`config.mk`:
```
export PLATFORM = sky130hd
export DESIGN_NAME = bcd2bin
export DESIGN_NICKNAME = d
export VERILOG_FILES = /design/src/rtl/bcd2bin.sv
export SDC_FILE = /design/constraint.sdc
export NUM_CORES = 1
export LEC_CHECK = 0
export CAP_MARGIN = 20
export CORE_MARGIN = 4
export CORE_UTILIZATION = 49
export DETAILED_ROUTE_END_ITERATION = 8
export HOLD_SLACK_MARGIN = 0.05
export PLACE_DENSITY = 0.76
export SYNTH_ARGS = -nofsm -noshare
export SYNTH_HDL_FRONTEND = slang
export SYNTH_SLANG_ARGS = --single-unit
```
`constraint.sdc`:
```
create_clock -name clk -period 1.6 [get_ports clk]
set_input_delay 0.32 -clock clk [delete_from_list [all_inputs] [get_ports clk]]
set_output_delay 0.32 -clock clk [all_outputs]
set_load 0.1 [all_outputs]
```
`src/rtl/bcd2bin.sv`:
```
// bcd2bin: sequential BCD-to-binary converter (reverse double dabble).
// One right shift per enabled clock; any BCD digit that reads >= 8 after the
// shift has 3 subtracted. After SHIFTS shifts the low bits hold the binary value.
//
// state | meaning
// ------+-----------------------------------------------------------
// IDLE  | waiting for start_i; invalid digits are reported from here
// SHIFT | conversion in progress, one shift per enabled clock
//
// Ports:
//   clk     - clock, rising edge
//   rst     - synchronous active-high reset (priority over en)
//   en      - clock enable; everything holds when low
//   start_i - conversion request, sampled in IDLE only
//   bcd_i   - packed BCD input, digit 0 in [3:0]
//   bin_o   - registered result, held until the next completion
//   busy_o  - conversion in progress
//   done_o  - one-enabled-cycle pulse when bin_o/err_o/ovf_o update
//   err_o   - last request contained a digit > 9
//   ovf_o   - last value did not fit in WIDTH bits (bin_o saturated)
module bcd2bin #(
  parameter int DIGITS = 5,
  parameter int WIDTH  = 16,
  parameter int SHIFTS = 17
) (
  input  logic                clk,
  input  logic                rst,
  input  logic                en,
  input  logic                start_i,
  input  logic [4*DIGITS-1:0] bcd_i,
  output logic [WIDTH-1:0]    bin_o,
  output logic                busy_o,
  output logic                done_o,
  output logic                err_o,
  output logic                ovf_o
);

  localparam int CW  = $clog2(SHIFTS + 1);
  localparam int SRW = 4 * DIGITS + SHIFTS;

  typedef enum logic {
    IDLE  = 1'b0,
    SHIFT = 1'b1
  } state_t;

  state_t             state_q, state_d;
  logic [CW-1:0]      cnt_q, cnt_d;
  logic [SRW-1:0]     sr_q, sr_d;
  logic [WIDTH-1:0]   bin_q, bin_d;
  logic               err_q, err_d;
  logic               ovf_q, ovf_d;
  logic               done_q, done_d;

  logic [SRW-1:0]     sr_adj;
  logic               bcd_bad;

  // Shift first, then correct every digit field from its post-shift value.
  always_comb begin
    sr_adj = sr_q >> 1;
    for (int i = 0; i < DIGITS; i++) begin
      if (sr_adj[SHIFTS + 4*i +: 4] >= 4'd8)
        sr_adj[SHIFTS + 4*i +: 4] = sr_adj[SHIFTS + 4*i +: 4] - 4'd3;
    end
  end

  always_comb begin
    bcd_bad = 1'b0;
    for (int i = 0; i < DIGITS; i++) begin
      if (bcd_i[4*i +: 4] > 4'd9) bcd_bad = 1'b1;
    end
  end

  always_comb begin
    state_d = state_q;
    cnt_d   = cnt_q;
    sr_d    = sr_q;
    bin_d   = bin_q;
    err_d   = err_q;
    ovf_d   = ovf_q;
    done_d  = done_q;
    if (en) begin
      done_d = 1'b0;
      case (state_q)
        IDLE: begin
          if (start_i) begin
            if (bcd_bad) begin
              bin_d  = '0;
              err_d  = 1'b1;
              ovf_d  = 1'b0;
              done_d = 1'b1;
            end else begin
              sr_d    = {bcd_i, {SHIFTS{1'b0}}};
              cnt_d   = '0;
              state_d = SHIFT;
            end
          end
        end
        SHIFT: begin
          sr_d  = sr_adj;
          cnt_d = cnt_q + CW'(1);
          if (cnt_q == CW'(SHIFTS - 1)) begin
            state_d = IDLE;
            // Anything above bit WIDTH-1 means the value does not fit: saturate.
            if (sr_adj[SHIFTS-1:WIDTH] != '0) begin
              bin_d = '1;
              ovf_d = 1'b1;
            end else begin
              bin_d = sr_adj[WIDTH-1:0];
              ovf_d = 1'b0;
            end
            err_d  = 1'b0;
            done_d = 1'b1;
          end
        end
        default: state_d = IDLE;
      endcase
    end
  end

  always_ff @(posedge clk) begin
    if (rst) begin
      state_q <= IDLE;
      cnt_q   <= '0;
      sr_q    <= '0;
      bin_q   <= '0;
      err_q   <= 1'b0;
      ovf_q   <= 1'b0;
      done_q  <= 1'b0;
    end else begin
      state_q <= state_d;
      cnt_q   <= cnt_d;
      sr_q    <= sr_d;
      bin_q   <= bin_d;
      err_q   <= err_d;
      ovf_q   <= ovf_d;
      done_q  <= done_d;
    end
  end

  assign bin_o  = bin_q;
  assign busy_o = (state_q == SHIFT);
  assign done_o = done_q;
  assign err_o  = err_q;
  assign ovf_o  = ovf_q;

endmodule
```
# Word level (Yosys, flattened, before mapping)
# Index checks and enable logic that the tools add are counted.
[word_totals]
register_bits = 62
input_bits = 24
output_inout_bits = 20
wordCells = 69
[classes]
addsub = 6
order_cmp = 10
n_eq_ne = 5
n_mux = 38
bitwise = 1
n_reduce_logical = 2
[ops]
columns = ["op", "count"]
rows = [
  ["2-to-1 mux 37 bit", 2],
  ["case mux 37 bit (2 select lines)", 1],
  ["2-to-1 mux 16 bit", 4],
  ["case mux 16 bit (2 select lines)", 1],
  ["> comparator 4 bit, second input constant", 5],
  ["2-to-1 mux 4 bit", 5],
  ["2-to-1 mux 1 bit", 18],
  [">= comparator 4 bit, second input constant", 4],
  ["subtractor 4 x 2 -> 4 bit, second input constant", 4],
  ["2-to-1 mux 5 bit", 2],
  ["case mux 5 bit (2 select lines)", 1],
  ["case mux 1 bit (2 select lines)", 4],
  ["inequality test 2 bit, second input constant", 3],
  ["adder 5 x 1 -> 5 bit, second input constant", 1],
  ["equality test 5 bit, second input constant", 1],
  [">= comparator 3 x 4 -> 1 bit, second input constant", 1],
  ["AND reduction 4 bit", 1],
  ["subtractor 3 x 2 -> 4 bit, second input constant", 1],
  ["AND reduction 3 bit", 1],
  ["inequality test 2 x 1 -> 1 bit, second input constant", 1],
  ["NOT 1 bit", 1],
]

# Longest topological paths before layout
# Gate-level depths: netlist (run 1).
[depth]
word_depth = 9
depth_mapped = 8
ltp_nobuf = 6

# Worst setup path before layout (run 1)
# No wires, ideal clock.
[synth_timing]
path_kind = "flip-flop to flip-flop"
start = "register state_q (netlist: busy_o)"
end = "register bin_q[10] (netlist: bin_o[10])"
setup_ps = 141
arrival_time_ps = 2041
t_required_ps = 1459
path_slack_ps = -582
stages_incl_launch_ff = 7
path_buffers = 2
period_less_slack_ps = 2182
cell_sequence = "dfxtp_1 > nand2_1 > o41ai_1 > o311a_1 > buf_6 > buf_6 > o32ai_2"
[synth_between]
elab_chain_cells = 3
word_cells_on_any_way = 6
cone_classes = "eq/ne (3); mux (1); bitwise (1); reduce/logical (1)"
[synth_rtl]
columns = ["element", "line", "rtl"]
rows = [
  ["start, declared", "46", "state_t state_q, state_d;"],
  ["start signal, assigned", "130", "state_q <= state_d;"],
  ["NOT 1 bit", "--", ""],
  ["inequality test 2 bit (no source line)", "--", ""],
  ["AND reduction 4 bit (no source line)", "--", ""],
  ["end signal, assigned", "133", "bin_q <= bin_d;"],
  ["end, declared", "49", "logic [WIDTH-1:0] bin_q, bin_d;"],
]
# Several ways; a longest one is shown, not always the timed one.
# A chain may end at the register's enable or synchronous reset.

# Final worst setup path (run 1)
[layout_timing]
start = "register cnt_q[0]"
end = "register bin_q[12] (netlist: bin_o[12])"
[layout_between]
elab_chain_cells = 3
[layout_rtl]
columns = ["element", "line", "rtl"]
rows = [
  ["start, declared", "47", "logic [CW-1:0] cnt_q, cnt_d;"],
  ["start signal, assigned", "131", "cnt_q <= cnt_d;"],
  ["equality test 5 bit", "101", "if (cnt_q == CW'(SHIFTS - 1)) begin"],
  ["inequality test 2 x 1 -> 1 bit (no source line)", "--", ""],
  ["AND reduction 4 bit (no source line)", "--", ""],
]
# Every way passes these cells.

==> results by group, run 1 <==
Status
  • Run status: finished with violations
  • Failing checks: negative setup slack

Synthesis
  • Largest area contributor in the synthesized netlist: sky130_fd_sc_hd__dfxtp_1
  • Sequential element share of the synthesized area: 38.5%
  • Multiplexer area fraction after synthesis: 6.12%
  • Main area contributors after synthesis: sky130_fd_sc_hd__dfxtp_1 (39%), sky130_fd_sc_hd__o211ai_1 (7.1%), sky130_fd_sc_hd__o32ai_2 (6.2%)
  • Total of flip-flops plus latches after synthesis: just over 60
  • Cell area after synthesis: 0.00317 mm2
  • Main combinational cell family by area after synthesis: compound AO/OA/AOI/OAI gates
  • Synthesized-area fraction occupied by ao, oa, aoi and oai cells: approximately a quarter
  • Top flip-flop cell by instance count after synthesis: sky130_fd_sc_hd__dfxtp_1
  • Count of cell types in the netlist: 43
  • Post-synthesis simple-gate area fraction: 16.4%
  • Post-Synthesis Net Count: 387
  • Post-synth top area share: 38.5%
  • Post-synth EDFFs: 0
  • Gate Count Post-Synth: approximately 350
  • XOR/XNOR share of the synthesized area: 2.21%
  • Mean Syn Cell Area: 8.98 um2
  • Area share of fa/ha/maj cells after synthesis: 3.95%
  • Number of warnings issued by yosys: 0
  • Async set-reset flop share out of synthesis: 0%

Place
  • Number of port buffers: 43
  • Final RePlAce weighted congestion: 0.772
  • Half-perimeter wire length after placement: 5.53 mm
  • Inst Count DP: 488

Min path
  • Worst Hold End: sr_q[26]
  • Hold wc startpoint: bcd_i[9]
  • Worst Hold Depth: 3
  • Type of the worst min-delay path: in2reg

Drt
  • DRC viols: 0
  • Met3 wire len: 492 um
  • Highest routed metal layer: met4
  • Wire length on met2: 4.41 mm
  • Number of DRC markers after the initial detailed-route iteration: 260
  • Final wirelength: 8.76 mm
  • Avg WL per Cell: roughly 17 um
  • Wl on met1: between 3 and 4 mm
  • Per-cell via count in the routed design: 5.93
  • Via count: 3026
  • Post-route ant nets: 0
  • Count of TritonRoute iterations in the first routing pass: 5

Timing
  • Setup clock skew after layout: 0.00968 ns
  • Fraction of the cycle the final worst path needs: 103%
  • Transition time of the tightest slew-check pin: 0.646 ns
  • Final worst path period need: approximately 1.6 ns
  • Max-slew violations: 0
  • Relative max-transition margin: 56.9%
  • Setup repair after global routing missed its margin: true
  • Highest achievable clock rate: about 610 MHz
  • Setup WS post-layout: -0.0440 ns
  • Endpoints failing setup: 15
  • Hold violation total from the final report: 0

Critical path
  • Critical-path cell list: inv_2, ha_4, inv_2, o41ai_1, o311a_4, buf_6, o32ai_4
  • Dominant cell type by count on the critical path: sky130_fd_sc_hd__inv_2
  • Count of buffer and inverter cells on the critical path: 3
  • Slowest stage cell, crit path: sky130_fd_sc_hd__o41ai_1
  • Critical Path RT: roughly 1.8 ns
  • Cell count of the worst reg-to-reg path: 7
  • Arrival time at the worst endpoint: 1.87 ns
  • Destination of the worst register-to-register timing path: bin_o[12]
  • Crit Path Category: reg2reg
  • CP Max Fanout: 10
  • R2R Path Start: cnt_q[0]
  • Kind of capture point of the worst setup path: flip-flop
  • CP delay by family, top: compound AO/OA/AOI/OAI gates
  • Max stage delay on crit path: 0.38 ns
  • Startpoint types: flip-flop
  • Reg2Reg Setup Slack: -0.04 ns

Die
  • Area of the core region: 0.00631 mm2
  • Die outline height: just under 90 um
  • Std cell rows: 29
  • Overall die width: between 80 and 90 um
  • Effective utilization at floorplan: 50.2%
  • Top-level I/O count: 44
  • DIE AREA: 0.00782 mm2

Power and ir drop
  • Final Power: 3540 uW
  • Power Dens Cells: 770 mW/mm2
  • Leakage component of the power: 0.00179 uW
  • Worst vdd ir: roughly 530 uV

Cells and area
  • Most used cells in the layout excluding fill and tap cells: sky130_fd_sc_hd__dfxtp_1 (58), sky130_fd_sc_hd__nand2_1 (49), sky130_fd_sc_hd__buf_4 (40), sky130_fd_sc_hd__o211ai_1 (30), sky130_fd_sc_hd__buf_12 (24)
  • Number of antenna repair diodes: 0
  • Fill cells: roughly 430
  • Leading cell type in the layout, fill and taps excluded: sky130_fd_sc_hd__dfxtp_1
  • Fraction of final layout cells with drive strength greater than 1: 30.7%
  • Total area of multi-input combinational cells: 0.00184 mm2
  • Layout Nets: 462
  • Area Growth Syn to Fin: 45.2%
  • Final core utilization: 72.9%
  • FF+latch area: 0.00123 mm2
  • Fin cells: 510

GRT
  • Number of global-route vias before repair: 3032
  • Wire length of the first global-routing pass: 14.3 mm
  • Maximum number of pins on one net before global-route repair: 52
  • Number of antenna violations at the first check in global routing: 0
  • Total global routing overflow: 0
  • Overall fraction of global-route tracks in use: between 20% and 30%

CTS
  • Clock transition at path regs: 0.07 ns
  • Sinks on the clock net: 61
  • Clk root buf: sky130_fd_sc_hd__clkbuf_8
  • Clock latency of the later-clocked register in the worst-skew pair: approximately 0.35 ns
  • Worst-case clock buffer depth: 2
  • Clock tree from TritonCTS: done
  • CTS Buf Count: 9
  • Number of hold buffers added after CTS: 0
  • Htree depth: 3

Run
  • Max-Cap Viols: 0
-- power by group --
group	leakage [uW]	total [uW]	internal, uW	switching, uW
registers	0.000494	1550	1530	17.9
clock network	0.000116	1580	958	623
logic	0.00118	414	190	224
total	0.00179	3540	2680	865
-- worst max-delay path by stage --
stage | start | end | cells after the start
floorplan | busy_o | bin_o[10] | 6
global placement | bcd_i[18] | bin_o[11] | 6
detailed placement | bcd_i[18] | bin_o[8] | 6
CTS | bcd_i[9] | err_o | 6
global route | cnt_q[0] | bin_o[7] | 9
finish | cnt_q[0] | bin_o[12] | 7
-- tightest hold or removal path: stages --
cell and delay, ns:
sky130_fd_sc_hd__dlymetal6s2s_1 0.12, sky130_fd_sc_hd__o211ai_1 0.09, sky130_fd_sc_hd__mux2i_1 0.14
-- cells in the mapped netlist (all sizes together), types with 8 or more instances --
cell type and number:
a21oi 18, buf 15, clkbuf 18, dfxtp 61, ha 10, inv 13
mux2i 16, nand2 51, nand3 19, nor2 23, o211ai 30, o21ai 10
o32ai 18, xnor2 8
-- registers in the layout, indices dropped and copies added, names as in the netlist --
name / flops
sr_q: 36
busy_o: 1
bin_o: 16
done_o: 1
ovf_o: 1
cnt_q: 5
err_o: 1
-- layer usage --
layer / track usage, % / up-vias
met1: 29.6 / 1477
li1: - / 1427
met3: 4.93 / 18
met4: 9.48 / 0
met2: 38.7 / 104
met5: 0 / -
-- layout make-up --
cell class	count	share of cell area (%)
tap	77	2.09
multi-input combinational	245	40.0
clock inverter	4	1.52
timing repair buffer	97	25.2
clock buffer	12	3.37
sequential	61	26.7
inverter	14	1.14
-- through the flow --
step	setup TNS (ns)	setup WS (ns)	hold slack, ns	cell area, um2
2_1_floorplan	0	0.0150	0.435	3180
3_3_place_gp	-17.23	-0.366	0.443	4140
3_5_place_dp	-20.09	-0.425	0.461	4140
4_1_cts	-0.294	-0.0331	0.416	4490
5_1_grt	-1.60	-0.105	0.396	4600
6_report	-0.452	-0.0440	0.378	4600
-- kinds of logic after synthesis --
family                     count (synthesis)
and+or+nand+nor                          109
AOI/OAI and AO/OA                         99
DFF                                       61
buffers and inverters                     47
muxes                                     19
adders and majority gates                 10
xor gates and xnor gates                   8
-- timing repair --
item	CTS	global route
buffers inserted	2	3
pin swaps	20	12
setup endpoints to repair	22	50
gates resized for setup	19	23
cloned	1	0
Note: power is estimated with default switching activity, not from simulation.
==> run 2: changes to the inputs <==
--- a/config.mk
+++ b/config.mk
@@ -5,9 +5,11 @@
 export SDC_FILE = /design/constraint.sdc
 export NUM_CORES = 1
 export LEC_CHECK = 0
+export ABC_AREA = 1
 export CAP_MARGIN = 20
 export CORE_MARGIN = 4
 export CORE_UTILIZATION = 49
+export CTS_CLUSTER_SIZE = 25
 export DETAILED_ROUTE_END_ITERATION = 8
 export HOLD_SLACK_MARGIN = 0.05
 export PLACE_DENSITY = 0.76
==> results by group, run 2 <==
Run
  • Max-Cap Viols: 0 (unchanged)

Drt
  • Wl on met1: 3.18 mm (-13%)
  • Wire length on met2: 3.58 mm (-19%)
  • Highest routed metal layer: met4
  • Met3 wire len: 327 um (-34%)
  • Per-cell via count in the routed design: 5.06 (-15%)
  • Avg WL per Cell: 12.3 um (-28%)
  • DRC viols: 0 (unchanged)
  • Number of DRC markers after the initial detailed-route iteration: 228 (-12%)
  • Final wirelength: 7.16 mm (-18%)
  • Post-route ant nets: 0 (unchanged)
  • Count of TritonRoute iterations in the first routing pass: 4 (-1)
  • Via count: 2947 (-2.6%)

CTS
  • Clock latency of the later-clocked register in the worst-skew pair: 0.34 ns (about the same)
  • Htree depth: 3 (unchanged)
  • Clock tree from TritonCTS: done
  • CTS Buf Count: 9 (unchanged)
  • Clock transition at path regs: 0.07 ns (about the same)
  • Number of hold buffers added after CTS: 0 (unchanged)
  • Clk root buf: sky130_fd_sc_hd__clkbuf_8
  • Worst-case clock buffer depth: 2 (unchanged)
  • Sinks on the clock net: 61 (unchanged)

Cells and area
  • Area Growth Syn to Fin: 39.6%
  • Fin cells: 582 (+14%)
  • Largest register FFs: 36 (unchanged)
  • Number of antenna repair diodes: 0 (unchanged)
  • Fraction of final layout cells with drive strength greater than 1: 17.2% (-14 points)
  • Final design instance area without fill: 0.00422 mm2 (-8.4%)
  • Leading cell type in the layout, fill and taps excluded: sky130_fd_sc_hd__nand2_1
  • Layout Nets: 536 (+16%)
  • Most used cells in the layout excluding fill and tap cells: sky130_fd_sc_hd__nand2_1 (101), sky130_fd_sc_hd__nor2_1 (88), sky130_fd_sc_hd__dfxtp_1 (60), sky130_fd_sc_hd__o21ai_0 (48), sky130_fd_sc_hd__a21oi_1 (36)
  • Largest Register: sr_q

Status
  • Failing checks: negative setup slack
  • Run status: finished with violations

Synthesis
  • Number of warnings issued by yosys: 0 (unchanged)
  • Largest area contributor in the synthesized netlist: sky130_fd_sc_hd__dfxtp_1
  • Mean Syn Cell Area: 6.72 um2 (-25%)
  • Async set-reset flop share out of synthesis: 0% (unchanged)
  • Main area contributors after synthesis: sky130_fd_sc_hd__dfxtp_1 (40%), sky130_fd_sc_hd__nand2_1 (13%), sky130_fd_sc_hd__nor2_1 (11%)
  • Post-Synthesis Net Count: 483 (+25%)
  • Gate Count Post-Synth: 449 (+27%)
  • Post-synth top area share: 40.4% (+1.9 points)
  • Most common cell in the netlist: sky130_fd_sc_hd__nand2_1
  • Sequential element share of the synthesized area: 40.4% (+1.9 points)
  • Cell area after synthesis: 0.00302 mm2 (-4.7%)
  • Post-synth EDFFs: 0 (unchanged)
  • Count of cell types in the netlist: 24 (-44%)
  • Total of flip-flops plus latches after synthesis: 61 (unchanged)
  • Top post-synthesis cells by count: sky130_fd_sc_hd__nand2_1 (103), sky130_fd_sc_hd__nor2_1 (88), sky130_fd_sc_hd__dfxtp_1 (61), sky130_fd_sc_hd__o21ai_0 (57), sky130_fd_sc_hd__a21oi_1 (43)
  • Top flip-flop cell by instance count after synthesis: sky130_fd_sc_hd__dfxtp_1

Timing
  • Setup WS post-layout: -0.00498 ns (+0.0390 ns)
  • Transition time of the tightest slew-check pin: 0.266 ns (-0.380 ns)
  • Endpoints failing setup: 1 (-14)
  • Fraction of the cycle the final worst path needs: 100% (-2.4 points)
  • Hold violation total from the final report: 0 (unchanged)
  • Final setup TNS: -0.00498 ns (+0.447 ns)
  • Setup clock skew after layout: 0.00719 ns (-0.00248 ns)
  • Highest achievable clock rate: 623 MHz (+2.4%)
  • Relative max-transition margin: 82.0% (+25 points)
  • Final worst path period need: 1.60 ns (-0.0390 ns)
  • Max-slew violations: 0 (unchanged)

Die
  • Die outline height: 86.5 um (-2.2%)
  • Top-level I/O count: 44 (unchanged)
  • Std cell rows: 28 (-3.4%)
  • Overall die width: 86.5 um (-2.2%)
  • DIE AREA: 0.00748 mm2 (-4.3%)
  • Effective utilization at floorplan: 50.7% (+0.50 points)
  • Area of the core region: 0.00596 mm2 (-5.7%)

Min path
  • Type of the worst min-delay path: in2reg
  • Hold wc startpoint: bcd_i[18]

Critical path
  • Count of buffer and inverter cells on the critical path: 3 (unchanged)
  • Critical Path RT: 1.83 ns (about the same)
  • R2R Path Start: cnt_q[0]
  • Startpoint types: input pin
  • CP Max Fanout: 13 (+3)
  • Startpoint of the worst setup timing path: bcd_i[14]
  • Slowest stage cell, crit path: sky130_fd_sc_hd__clkdlybuf4s50_1
  • Arrival time at the worst endpoint: 1.84 ns (-0.03 ns)
  • CP delay by family, top: buffers and inverters
  • Critical-path cell list: clkdlybuf4s50_1, o21ai_2, nand2_2, nor2_4, nand2_2, nand2_4, inv_2, clkbuf_16, a21oi_1, nor2_1
  • Crit Path Category: in2reg
  • Max stage delay on crit path: 0.44 ns (+0.06 ns)
  • Dominant cell type by count on the critical path: sky130_fd_sc_hd__nand2_2
  • Kind of capture point of the worst setup path: flip-flop

GRT
  • Maximum number of pins on one net before global-route repair: 53 (+1.9%)
  • Total global routing overflow: 0 (unchanged)
  • Number of antenna violations at the first check in global routing: 0 (unchanged)
  • Wire length of the first global-routing pass: 11.2 mm (-21%)
  • Number of global-route vias before repair: 2669 (-12%)
  • Overall fraction of global-route tracks in use: 18.7% (-4.6 points)

Power and ir drop
  • Power Dens Cells: 933 mW/mm2 (+21%)
  • Leakage component of the power: 0.00197 uW (+10%)
  • Worst vdd ir: 582 uV (+10%)

Place
  • Final RePlAce weighted congestion: 0.843 (+9.2%)
  • Half-perimeter wire length after placement: 4.30 mm (-22%)
  • Inst Count DP: 559 (+15%)
  • Number of port buffers: 43 (unchanged)
  • Area of placed instances: 0.00381 mm2 (-8.0%)
-- run 2: changes by cell type in the layout (fill, tap and decap cells not counted), moves of 6 or more --
cell,previous run,this run
sky130_fd_sc_hd__a21oi_1,18,36
sky130_fd_sc_hd__a21oi_2,0,10
sky130_fd_sc_hd__buf_4,40,15
sky130_fd_sc_hd__buf_6,9,1
sky130_fd_sc_hd__clkdlybuf4s50_1,12,19
sky130_fd_sc_hd__dlymetal6s2s_1,10,4
sky130_fd_sc_hd__inv_1,10,33
sky130_fd_sc_hd__mux2i_1,16,0
sky130_fd_sc_hd__nand2_1,49,101
sky130_fd_sc_hd__nand3_1,18,6
sky130_fd_sc_hd__nor2_1,23,88
sky130_fd_sc_hd__o211ai_1,30,0
sky130_fd_sc_hd__o21ai_0,4,48
sky130_fd_sc_hd__o32ai_2,16,0
-- run 2: repair_timing --
item,4_1_cts,5_1_grt
setup endpoints to repair,38,44
gates resized for setup,8,25
pin swaps,2,10
cloned,0,3
buffers inserted,1,3
-- run 2: logic make-up after synthesis --
group                      synth area share, %
and+or+nand+nor                           26.3
adders and majority gates                 4.14
buffers and inverters                     8.83
DFF                                       40.4
xor gates and xnor gates                  2.03
AOI/OAI and AO/OA                         18.3
-- run 2: tightest hold or removal path, delay by kind of cell --
kind                   cells  cell delay [ns]
buffers and inverters      1             0.13
and+or+nand+nor            4             0.25
-- run 2: final timing paths --
check        cells after the start  slack (ns)       end
max                             10      -0.005  sr_q[11]
min                              5        0.40  sr_q[35]
max reg2reg                      9        0.19  bin_o[5]
min reg2reg                      2        0.49     err_o
-- run 2: per-layer routing --
| layer | global-route usage (%) | vias to the layer above |
|---|---|---|
| li1 | - | 1528 |
| met1 | 22.0 | 1359 |
| met2 | 32.5 | 53 |
| met3 | 4.85 | 7 |
| met4 | 7.51 | 0 |
| met5 | 0 | - |
-- run 2: final cells by class --
type | count | area [um2]
fill | 472 | 1740
multi-input combinational | 327 | 1610
sequential | 61 | 1220
timing repair buffer | 67 | 940
inverter | 36 | 135
clock buffer | 9 | 124
tap | 75 | 93.8
clock inverter | 7 | 88.8
-- run 2: stage by stage --
stage	setup WS [ns]	hold WS, ns	power, uW	utilization, %
global route	-0.0902	0.421	4100	70.8
global placement	-0.375	0.450	2430	63.9
floorplan	0.162	0.389	2140	-
CTS	0.00305	0.493	3920	67.9
detailed placement	-0.432	0.481	2440	63.9
finish	-0.00498	0.400	3930	70.8
-- run 2: power by group --
part / switching (uW) / internal (uW)
combinational: 487 / 323
sequential: 61.7 / 1590
clock: 609 / 868
total: 1160 / 2780
